--- config.mk ---
export PLATFORM = sky130hd
export DESIGN_NAME = ram_byte_arbiter_flat
export DESIGN_NICKNAME = d
export VERILOG_FILES = /design/src/rtl/ram_byte_arbiter_if.sv /design/src/rtl/ram_byte_arbiter.sv /design/src/flat_wrapper.sv
export SDC_FILE = /design/constraint.sdc
export NUM_CORES = 1
export LEC_CHECK = 0
export BUFFER_PORTS_ARGS = -buffer_cell sky130_fd_sc_hd__buf_2
export CAP_MARGIN = 20
export CORE_ASPECT_RATIO = 0.8
export CORE_MARGIN = 2
export CORE_UTILIZATION = 30
export CTS_CLUSTER_SIZE = 40
export DETAILED_ROUTE_END_ITERATION = 12
export PLACE_DENSITY = 0.6
export SLEW_MARGIN = 10
export SYNTH_ARGS = -nofsm -noshare
export SYNTH_HDL_FRONTEND = slang
export SYNTH_SLANG_ARGS = --single-unit
--- constraint.sdc ---
create_clock -name clk -period 5 [get_ports clk]
set_input_delay 0.75 -clock clk [delete_from_list [all_inputs] [get_ports clk]]
set_output_delay 0.75 -clock clk [all_outputs]
set_load 0.01 [all_outputs]
--- src/rtl/ram_byte_arbiter_if.sv ---
// Bus bundle between two 32-bit word requesters, the byte arbiter and a byte-wide dual-port RAM.
interface ram_byte_arbiter_if #(
   parameter int unsigned aw = 10
);
   logic [aw-3:0] m0_adr;
   logic [31:0]   m0_dat;
   logic [3:0]    m0_sel;
   logic          m0_we;
   logic          m0_stb;
   logic          m0_ack;
   logic [31:0]   m0_rdt;

   logic [aw-3:0] m1_adr;
   logic [31:0]   m1_dat;
   logic [3:0]    m1_sel;
   logic          m1_we;
   logic          m1_stb;
   logic          m1_ack;
   logic [31:0]   m1_rdt;

   logic          ram_wen;
   logic [aw-1:0] ram_waddr;
   logic [7:0]    ram_din;
   logic [aw-1:0] ram_raddr;
   logic [7:0]    ram_dout;

   // Arbiter side: requests and RAM read data in, acks/read data and RAM controls out.
   modport slave (
      input  m0_adr, m0_dat, m0_sel, m0_we, m0_stb,
      output m0_ack, m0_rdt,
      input  m1_adr, m1_dat, m1_sel, m1_we, m1_stb,
      output m1_ack, m1_rdt,
      output ram_wen, ram_waddr, ram_din, ram_raddr,
      input  ram_dout
   );

   // Environment side: requesters and RAM.
   modport master (
      output m0_adr, m0_dat, m0_sel, m0_we, m0_stb,
      input  m0_ack, m0_rdt,
      output m1_adr, m1_dat, m1_sel, m1_we, m1_stb,
      input  m1_ack, m1_rdt,
      input  ram_wen, ram_waddr, ram_din, ram_raddr,
      output ram_dout
   );
endinterface

--- src/rtl/ram_byte_arbiter.sv ---
// Round-robin arbiter sharing a byte-wide dual-port RAM between two 32-bit word requesters.
// Each word access is split into four little-endian byte accesses; read bytes are assembled into rdt.
module ram_byte_arbiter #(
   parameter int unsigned aw = 10
) (
   input  logic            clk,
   input  logic            reset,
   ram_byte_arbiter_if.slave bus
);

   typedef enum logic [1:0] {IDLE, XFER, RTAIL, ACK} state_t;

   state_t        state;
   logic [1:0]    cnt;
   logic          gnt;
   logic          last;
   logic [aw-3:0] adr;
   logic [31:0]   dat;
   logic [3:0]    sel;
   logic          we;
   logic [31:0]   rdt;
   logic          ack0;
   logic          ack1;
   logic          wen;
   logic [aw-1:0] waddr;
   logic [aw-1:0] raddr;
   logic [7:0]    din;

   logic          any_c;
   logic          pick_c;
   logic [aw-3:0] req_adr_c;
   logic [31:0]   req_dat_c;
   logic [3:0]    req_sel_c;
   logic          req_we_c;
   logic [1:0]    cnt_nxt_c;

   // Grant choice: alternate on a tie, otherwise whoever is requesting.
   always_comb begin
      any_c     = bus.m0_stb | bus.m1_stb;
      pick_c    = 1'b0;
      if (bus.m0_stb && bus.m1_stb)
         pick_c = ~last;
      else
         pick_c = bus.m1_stb;
      req_adr_c = pick_c ? bus.m1_adr : bus.m0_adr;
      req_dat_c = pick_c ? bus.m1_dat : bus.m0_dat;
      req_sel_c = pick_c ? bus.m1_sel : bus.m0_sel;
      req_we_c  = pick_c ? bus.m1_we  : bus.m0_we;
      cnt_nxt_c = cnt + 2'd1;
   end

   // Transaction sequencer; RAM controls are registered one cycle ahead of the byte they serve.
   always_ff @(posedge clk or posedge reset) begin
      if (reset) begin
         state <= IDLE;
         cnt   <= 2'd0;
         gnt   <= 1'b0;
         last  <= 1'b1;
         adr   <= '0;
         dat   <= 32'd0;
         sel   <= 4'd0;
         we    <= 1'b0;
         rdt   <= 32'd0;
         ack0  <= 1'b0;
         ack1  <= 1'b0;
         wen   <= 1'b0;
         waddr <= '0;
         raddr <= '0;
         din   <= 8'd0;
      end else begin
         case (state)
            IDLE: begin
               if (any_c) begin
                  gnt   <= pick_c;
                  last  <= pick_c;
                  adr   <= req_adr_c;
                  dat   <= req_dat_c;
                  sel   <= req_sel_c;
                  we    <= req_we_c;
                  cnt   <= 2'd0;
                  waddr <= {req_adr_c, 2'd0};
                  raddr <= {req_adr_c, 2'd0};
                  din   <= req_dat_c[7:0];
                  wen   <= req_we_c & req_sel_c[0];
                  state <= XFER;
               end
            end
            XFER: begin
               if (!we) begin
                  case (cnt)
                     2'd1:    rdt[7:0]   <= bus.ram_dout;
                     2'd2:    rdt[15:8]  <= bus.ram_dout;
                     2'd3:    rdt[23:16] <= bus.ram_dout;
                     default: ;
                  endcase
               end
               if (cnt == 2'd3) begin
                  wen <= 1'b0;
                  if (we) begin
                     ack0  <= ~gnt;
                     ack1  <= gnt;
                     state <= ACK;
                  end else begin
                     state <= RTAIL;
                  end
               end else begin
                  cnt   <= cnt_nxt_c;
                  waddr <= {adr, cnt_nxt_c};
                  raddr <= {adr, cnt_nxt_c};
                  din   <= dat[{cnt_nxt_c, 3'b000} +: 8];
                  wen   <= we & sel[cnt_nxt_c];
               end
            end
            RTAIL: begin
               rdt[31:24] <= bus.ram_dout;
               ack0       <= ~gnt;
               ack1       <= gnt;
               state      <= ACK;
            end
            ACK: begin
               ack0  <= 1'b0;
               ack1  <= 1'b0;
               state <= IDLE;
            end
            default: state <= IDLE;
         endcase
      end
   end

   assign bus.m0_ack    = ack0;
   assign bus.m1_ack    = ack1;
   assign bus.m0_rdt    = rdt;
   assign bus.m1_rdt    = rdt;
   assign bus.ram_wen   = wen;
   assign bus.ram_waddr = waddr;
   assign bus.ram_raddr = raddr;
   assign bus.ram_din   = din;

endmodule
--- src/flat_wrapper.sv ---
// flat-port wrapper written by rule: the top's interface ports become plain ports
module ram_byte_arbiter_flat 
#(
   parameter int unsigned aw = 10
)
  (clk, reset, bus_m0_adr, bus_m0_dat, bus_m0_sel, bus_m0_we, bus_m0_stb, bus_m0_ack, bus_m0_rdt, bus_m1_adr, bus_m1_dat, bus_m1_sel, bus_m1_we, bus_m1_stb, bus_m1_ack, bus_m1_rdt, bus_ram_wen, bus_ram_waddr, bus_ram_din, bus_ram_raddr, bus_ram_dout);
  ram_byte_arbiter_if #(.aw(aw)) bus_i ();
  input  logic clk;
  input  logic reset;
  input wire logic [$bits(bus_i.m0_adr)-1:0] bus_m0_adr;
  input wire logic [$bits(bus_i.m0_dat)-1:0] bus_m0_dat;
  input wire logic [$bits(bus_i.m0_sel)-1:0] bus_m0_sel;
  input wire logic [$bits(bus_i.m0_we)-1:0] bus_m0_we;
  input wire logic [$bits(bus_i.m0_stb)-1:0] bus_m0_stb;
  output wire logic [$bits(bus_i.m0_ack)-1:0] bus_m0_ack;
  output wire logic [$bits(bus_i.m0_rdt)-1:0] bus_m0_rdt;
  input wire logic [$bits(bus_i.m1_adr)-1:0] bus_m1_adr;
  input wire logic [$bits(bus_i.m1_dat)-1:0] bus_m1_dat;
  input wire logic [$bits(bus_i.m1_sel)-1:0] bus_m1_sel;
  input wire logic [$bits(bus_i.m1_we)-1:0] bus_m1_we;
  input wire logic [$bits(bus_i.m1_stb)-1:0] bus_m1_stb;
  output wire logic [$bits(bus_i.m1_ack)-1:0] bus_m1_ack;
  output wire logic [$bits(bus_i.m1_rdt)-1:0] bus_m1_rdt;
  output wire logic [$bits(bus_i.ram_wen)-1:0] bus_ram_wen;
  output wire logic [$bits(bus_i.ram_waddr)-1:0] bus_ram_waddr;
  output wire logic [$bits(bus_i.ram_din)-1:0] bus_ram_din;
  output wire logic [$bits(bus_i.ram_raddr)-1:0] bus_ram_raddr;
  input wire logic [$bits(bus_i.ram_dout)-1:0] bus_ram_dout;
  assign bus_i.m0_adr = bus_m0_adr;
  assign bus_i.m0_dat = bus_m0_dat;
  assign bus_i.m0_sel = bus_m0_sel;
  assign bus_i.m0_we = bus_m0_we;
  assign bus_i.m0_stb = bus_m0_stb;
  assign bus_m0_ack = bus_i.m0_ack;
  assign bus_m0_rdt = bus_i.m0_rdt;
  assign bus_i.m1_adr = bus_m1_adr;
  assign bus_i.m1_dat = bus_m1_dat;
  assign bus_i.m1_sel = bus_m1_sel;
  assign bus_i.m1_we = bus_m1_we;
  assign bus_i.m1_stb = bus_m1_stb;
  assign bus_m1_ack = bus_i.m1_ack;
  assign bus_m1_rdt = bus_i.m1_rdt;
  assign bus_ram_wen = bus_i.ram_wen;
  assign bus_ram_waddr = bus_i.ram_waddr;
  assign bus_ram_din = bus_i.ram_din;
  assign bus_ram_raddr = bus_i.ram_raddr;
  assign bus_i.ram_dout = bus_ram_dout;
  ram_byte_arbiter #(.aw(aw)) u_core (.clk(clk), .reset(reset), .bus(bus_i));
endmodule
; ---- Yosys cells after proc, flatten, opt, wreduce, memory -nomap -nowiden
; Index checks and enable logic that the tools add are counted.
[totals]
reg_bits = 104
latchBits = 0
ramBits = 0
rom_bits = 0
inputBits = 102
output_inout_bits = 95
elab_cells = 77
memories = 0
[classes]
add_sub_neg = 1
n_mul = 0
div_mod_pow = 0
order_cmp = 1
eq_ne = 10
shifts = 1
n_mux = 29
bitwise_logic = 6
reduce_logical = 12
[op_table]
columns = op, n
row1 = 32-bit 2-to-1 mux, 1
row2 = 32-bit by 6-bit variable part select with 8-bit output, 1
row3 = 8-bit 2-to-1 mux, 3
row4 = 10-bit 2-to-1 mux, 2
row5 = 10-bit one-hot mux with 2 select lines, 1
row6 = 8-bit one-hot mux with 2 select lines, 1
row7 = 3-bit AND reduction, 5
row8 = 1-bit 2-to-1 mux, 10
row9 = 2-bit == test (second input constant), 4
row10 = 2-bit 2-to-1 mux, 4
row11 = 2-bit one-hot mux with 4 select lines, 1
row12 = 2-bit by 1-bit inequality test with 1-bit output (second input constant), 3
row13 = 1-bit one-hot mux with 3 select lines, 2
row14 = 2-bit AND reduction, 3
row15 = 2-bit by 1-bit == test with 1-bit output (second input constant), 2
row16 = 4-bit 2-to-1 mux, 1
row17 = 2-bit one-hot mux with 2 select lines, 1
row18 = 2-bit by 3-bit < comparator with 1-bit output (second input constant), 1
row19 = 1-bit inverter, 3
row20 = 3-bit nonzero test, 1
row21 = 2-bit by 1-bit adder with 2-bit output (second input constant), 1
row22 = 1-bit bitwise AND, 2
row23 = 1-bit binary-select mux with 2-bit select, 1
row24 = 2-bit logical NOT, 1
row25 = other kinds (5), 5

; ---- Longest topological paths before layout
[logic_depth]
depth_word = 6
depth_mapped = 9
depth_no_buf = 6

; ---- Worst setup path after synthesis
; OpenSTA, ideal clock, no wires.
[synth_timing]
path_type = register to register
from = reg u_core.bus.ram_waddr[0] (netlist name)
to = reg u_core.din[0] (netlist: u_core.bus.ram_din[0])
t_arrival_ns = 1.925
required_ns = 4.847
path_slack_ns = 2.922
stages_incl_launch_ff = 10
n_path_buf = 3
period_less_slack_ns = 2.078
path_cell_list = dfrtp_1 > buf_4 > buf_2 > inv_1 > ha_1 > nor2b_1 > buf_1 > nand2_1 > mux2i_1 > a221oi_1
[synth_rtl]
columns = element, line_no
row1 = "end signal, assigned", ram_byte_arbiter.sv:83  ; din <= req_dat_c[7:0];
row2 = "end signal, assigned", ram_byte_arbiter.sv:110  ; din <= dat[{cnt_nxt_c, 3'b000} +: 8];
row3 = "end, declared", ram_byte_arbiter.sv:27  ; logic [7:0] din;

; ---- Worst setup path in the final report
[layout_timing]
from = reg u_core.state[1]
to = reg u_core.din[7] (netlist: u_core.bus.ram_din[7])
[layout_via]
elab_chain_cells = 3
elab_cells_between_ends = 7
classes_between = eq/ne: 3 / mux: 1 / reduce/logical: 3
[layout_lines]
columns = element, line_no
row1 = "start, declared", ram_byte_arbiter.sv:13  ; state_t state;
row2 = "start signal, assigned", ram_byte_arbiter.sv:55  ; state <= IDLE;
row3 = "start signal, assigned", ram_byte_arbiter.sv:85  ; state <= XFER;
row4 = "start signal, assigned", ram_byte_arbiter.sv:102  ; state <= ACK;
row5 = 2-bit by 1-bit == test with 1-bit output or 2-bit logical NOT (tied branches), ram_byte_arbiter.sv:71  ; case (state)
row6 = 2-bit inequality test (no source line) (tied with other cells), -
row7 = 3-bit AND reduction (no source line), -
; Parallel ways exist; a longest one is shown, timed or not.
; A chain may end at the register's enable or synchronous reset.

==> results.cfg <==
[clocking]
cts.sinks = 102
postCtsSetupBuffers = 0
numCtsBuffers = 9
clk_latency_ps = 350
ctsHtreeMaxLevel = 3
ctsHoldBuffers = 0
clk_path_buf_depth = 2
root_buffer = clkbuf_16
post_cts_resized = 0
clk_pin_slew_ps = 70
cts_tree = yes

[yosys]
synth_nets = 565
netlist_area_mm2 = 0.00512
syn_area_per_cell_um2 = 11.3
yosysTopAreaCellShare_pct = 49.4
ys_types = 33
synth.largest_area_cell = dfrtp_1
synth_warnings = 0
yosys_register_bits = 102
synthTopCellsByArea = dfrtp_1, mux2i_1, mux2_2, buf_4, o21ai_0
synth_cells = 454
ys_seq_area_share_pct = 49.9

[power_and_ir_drop]
total_power_uw = 4090
p_per_area_mw_per_mm2 = 645
p_leak_uw = 0.00310
switching_power_uw = 1520
p_comb_share_pct = 42.7
pwr-share-clk_pct = 20.5
p_sw_share_pct = 37.2
seq_power_share_pct = 36.7
vdd_drop_max_uv = 188
p_int_uw = 2570

[min_path]
hold_class = input port to async pin

[critical_path]
start_kind = register
critPathMaxFanout = 27
required_ps = 5230
critical-path-max-stage-delay_ps = 830
slowest_stage = a211o_1
end_kind = register
critPathKind = register to register
crit_chain = inv_1 -> ha_1 -> nor3b_2 -> a211o_1 -> nor2_2 -> a221oi_1
cp.arrival_ps = 3100

[sta]
timing.final.crit_share_pct = 57.3
slew_headroom_pct = 32.2
finClkSkew_ps = 5.85
grt_setup_unrepaired = false
max_slew.worst_pin.slew_ps = 1020
fin_crit_ps = 2860
drv_slew = 0
fin_tns_setup_ps = 0
max_freq_mhz = 349
hold_viol = 0
setup_viol = 0

[global_route]
grt_usage_pct = 13.8
overflow = 0
grt_max_degree = 58
antenna_found_initial = 2
grt_pass1_wl_mm = 19.3
grt_pass1_vias = 3854

[run_status]
outcome = complete, no violations

[floorplanning]
start_util_pct = 30.8
row_count = 42
die_area_mm2 = 0.0181
die_h_um = 121
coreArea_mm2 = 0.0166
die_width_um = 150
ios = 197

[route]
wirelength_mm = 12.2
ant_nets = 0
viasPerCell = 4.63
first_iter_violations = 138
num_vias = 3827
drtPass1Iterations = 4
wire_per_inst_um = 14.8
drc = 0

[placed_design]
finalWeightedCongestion = 0.754
io_buffer_count = 196
dp_hpwl_mm = 9.19

[layout]
layout_common_cells = buf_2, dfrtp_1, mux2i_1
layout.nets = 711
drive_gt1_share_pct = 43.5
final_common_cell = buf_2
area_growth_pct = 24.0
nFillCells = 1673

[job]
drv_cap = 0
## through the flow
stage	instances	util [%]	hold slack [ps]	instance area (um2)	setup WS [ps]
after CTS	825	38.2	473	6340	2140
final	827	38.2	452	6350	2140
after detailed placement	809	36.0	470	5980	2100
after global placement	809	36.0	463	5980	2200
after floorplan	454	-	445	5120	1580
after global routing	826	38.2	483	6350	1850
## power by group through the flow
stage | sequential, uW | clock, uW | combinational (uW)
6_report | 1500 | 841 | 1750
4_1_cts | 1510 | 868 | 1780
3_5_place_dp | 1520 | 0 | 1780
5_1_grt | 1560 | 900 | 1970
3_3_place_gp | 1490 | 0 | 1740
2_1_floorplan | 1570 | 0 | 1310
## final timing paths
kind                                        startpoint                           endpoint  slack [ps]  cells after the start
max in group asynchronous                        reset         u_core.dat[15]$_DFFE_PP0P_        3380                      3
setup / recovery           u_core.state[1]$_DFFE_PP0P_  u_core.bus.ram_din[7]$_DFFE_PP0P_        2140                      6
min in group clk             u_core.dat[1]$_DFFE_PP0P_          u_core.dat[1]$_DFFE_PP0P_         480                      2
setup reg to reg           u_core.state[1]$_DFFE_PP0P_  u_core.bus.ram_din[7]$_DFFE_PP0P_        2140                      6
hold reg to reg              u_core.dat[1]$_DFFE_PP0P_          u_core.dat[1]$_DFFE_PP0P_         480                      2
hold / removal                                   reset  u_core.bus.m0_rdt[21]$_DFFE_PP0P_         450                      2
## worst max-delay path, delay by kind of cell (launching register included)
| kind | cells | cell delay, ps |
|---|---|---|
| buf+inv | 1 | 140 |
| fa+ha+maj | 1 | 420 |
| compound gates | 2 | 1180 |
| simple gates | 2 | 590 |
| flops | 1 | 410 |
## cell type report
class / count / area (um2) / area share, %
tap: 220 / 275 / 4.33
clock buffer: 10 / 229 / 3.61
multi-input combinational: 280 / 2110 / 33.3
timing repair buffer: 200 / 1010 / 15.9
sequential: 102 / 2550 / 40.2
inverter: 7 / 28.8 / 0.453
antenna: 2 / 5.00 / 0.0788
clock inverter: 6 / 134 / 2.11
## synthesized netlist by cell type, drive strengths merged
library cell    n
nor2           11
clkbuf          8
a211o           2
a22o            1
nand2          62
o21ai          54
mux4            1
a31oi           2
inv             7
nand3b          1
o311ai          1
mux2           41
ha              9
a21oi           1
nor3            2
nor3b           1
nand3           1
dfstp           1
a21o            4
nor2b           3
mux2i          69
a221oi          8
a21boi          1
a211oi          5
buf            57
dfrtp         101
## layer usage
metal  vias up  GRT usage (%)  wire, um
li1       1836              -         -
met1      1829           17.1      5320
met2       150           23.6      5790
met3        12           4.21       947
met4         0           3.54       140
met5         -              0         0
## state kept, by name (all words and copies together), names as in the netlist
| signal | cells |
|---|---|
| u_core.state | 2 |
| u_core.bus.m0_ack | 1 |
| u_core.bus.m0_rdt | 32 |
| u_core.bus.ram_din | 8 |
| u_core.we | 1 |
| u_core.sel | 4 |
| u_core.gnt | 1 |
| u_core.bus.m1_ack | 1 |
| u_core.dat | 32 |
| u_core.adr | 8 |
| u_core.last | 1 |
| u_core.bus.ram_wen | 1 |
| u_core.bus.ram_waddr | 10 |
## cell families (layout without fill, tap and decap cells)
logic type / Yosys count / count (layout) / share of synthesized area, %
DFF: 102 / 102 / 49.9
adders and majority gates: 9 / 9 / 2.20
other: 0 / 2 / 0
muxes: 111 / 111 / 22.9
buffers and inverters: 72 / 223 / 9.24
AOI/OAI and AO/OA: 79 / 79 / 9.31
and+or+nand+nor: 81 / 81 / 6.45
No activity file was read; power rests on OpenSTA's default activity.
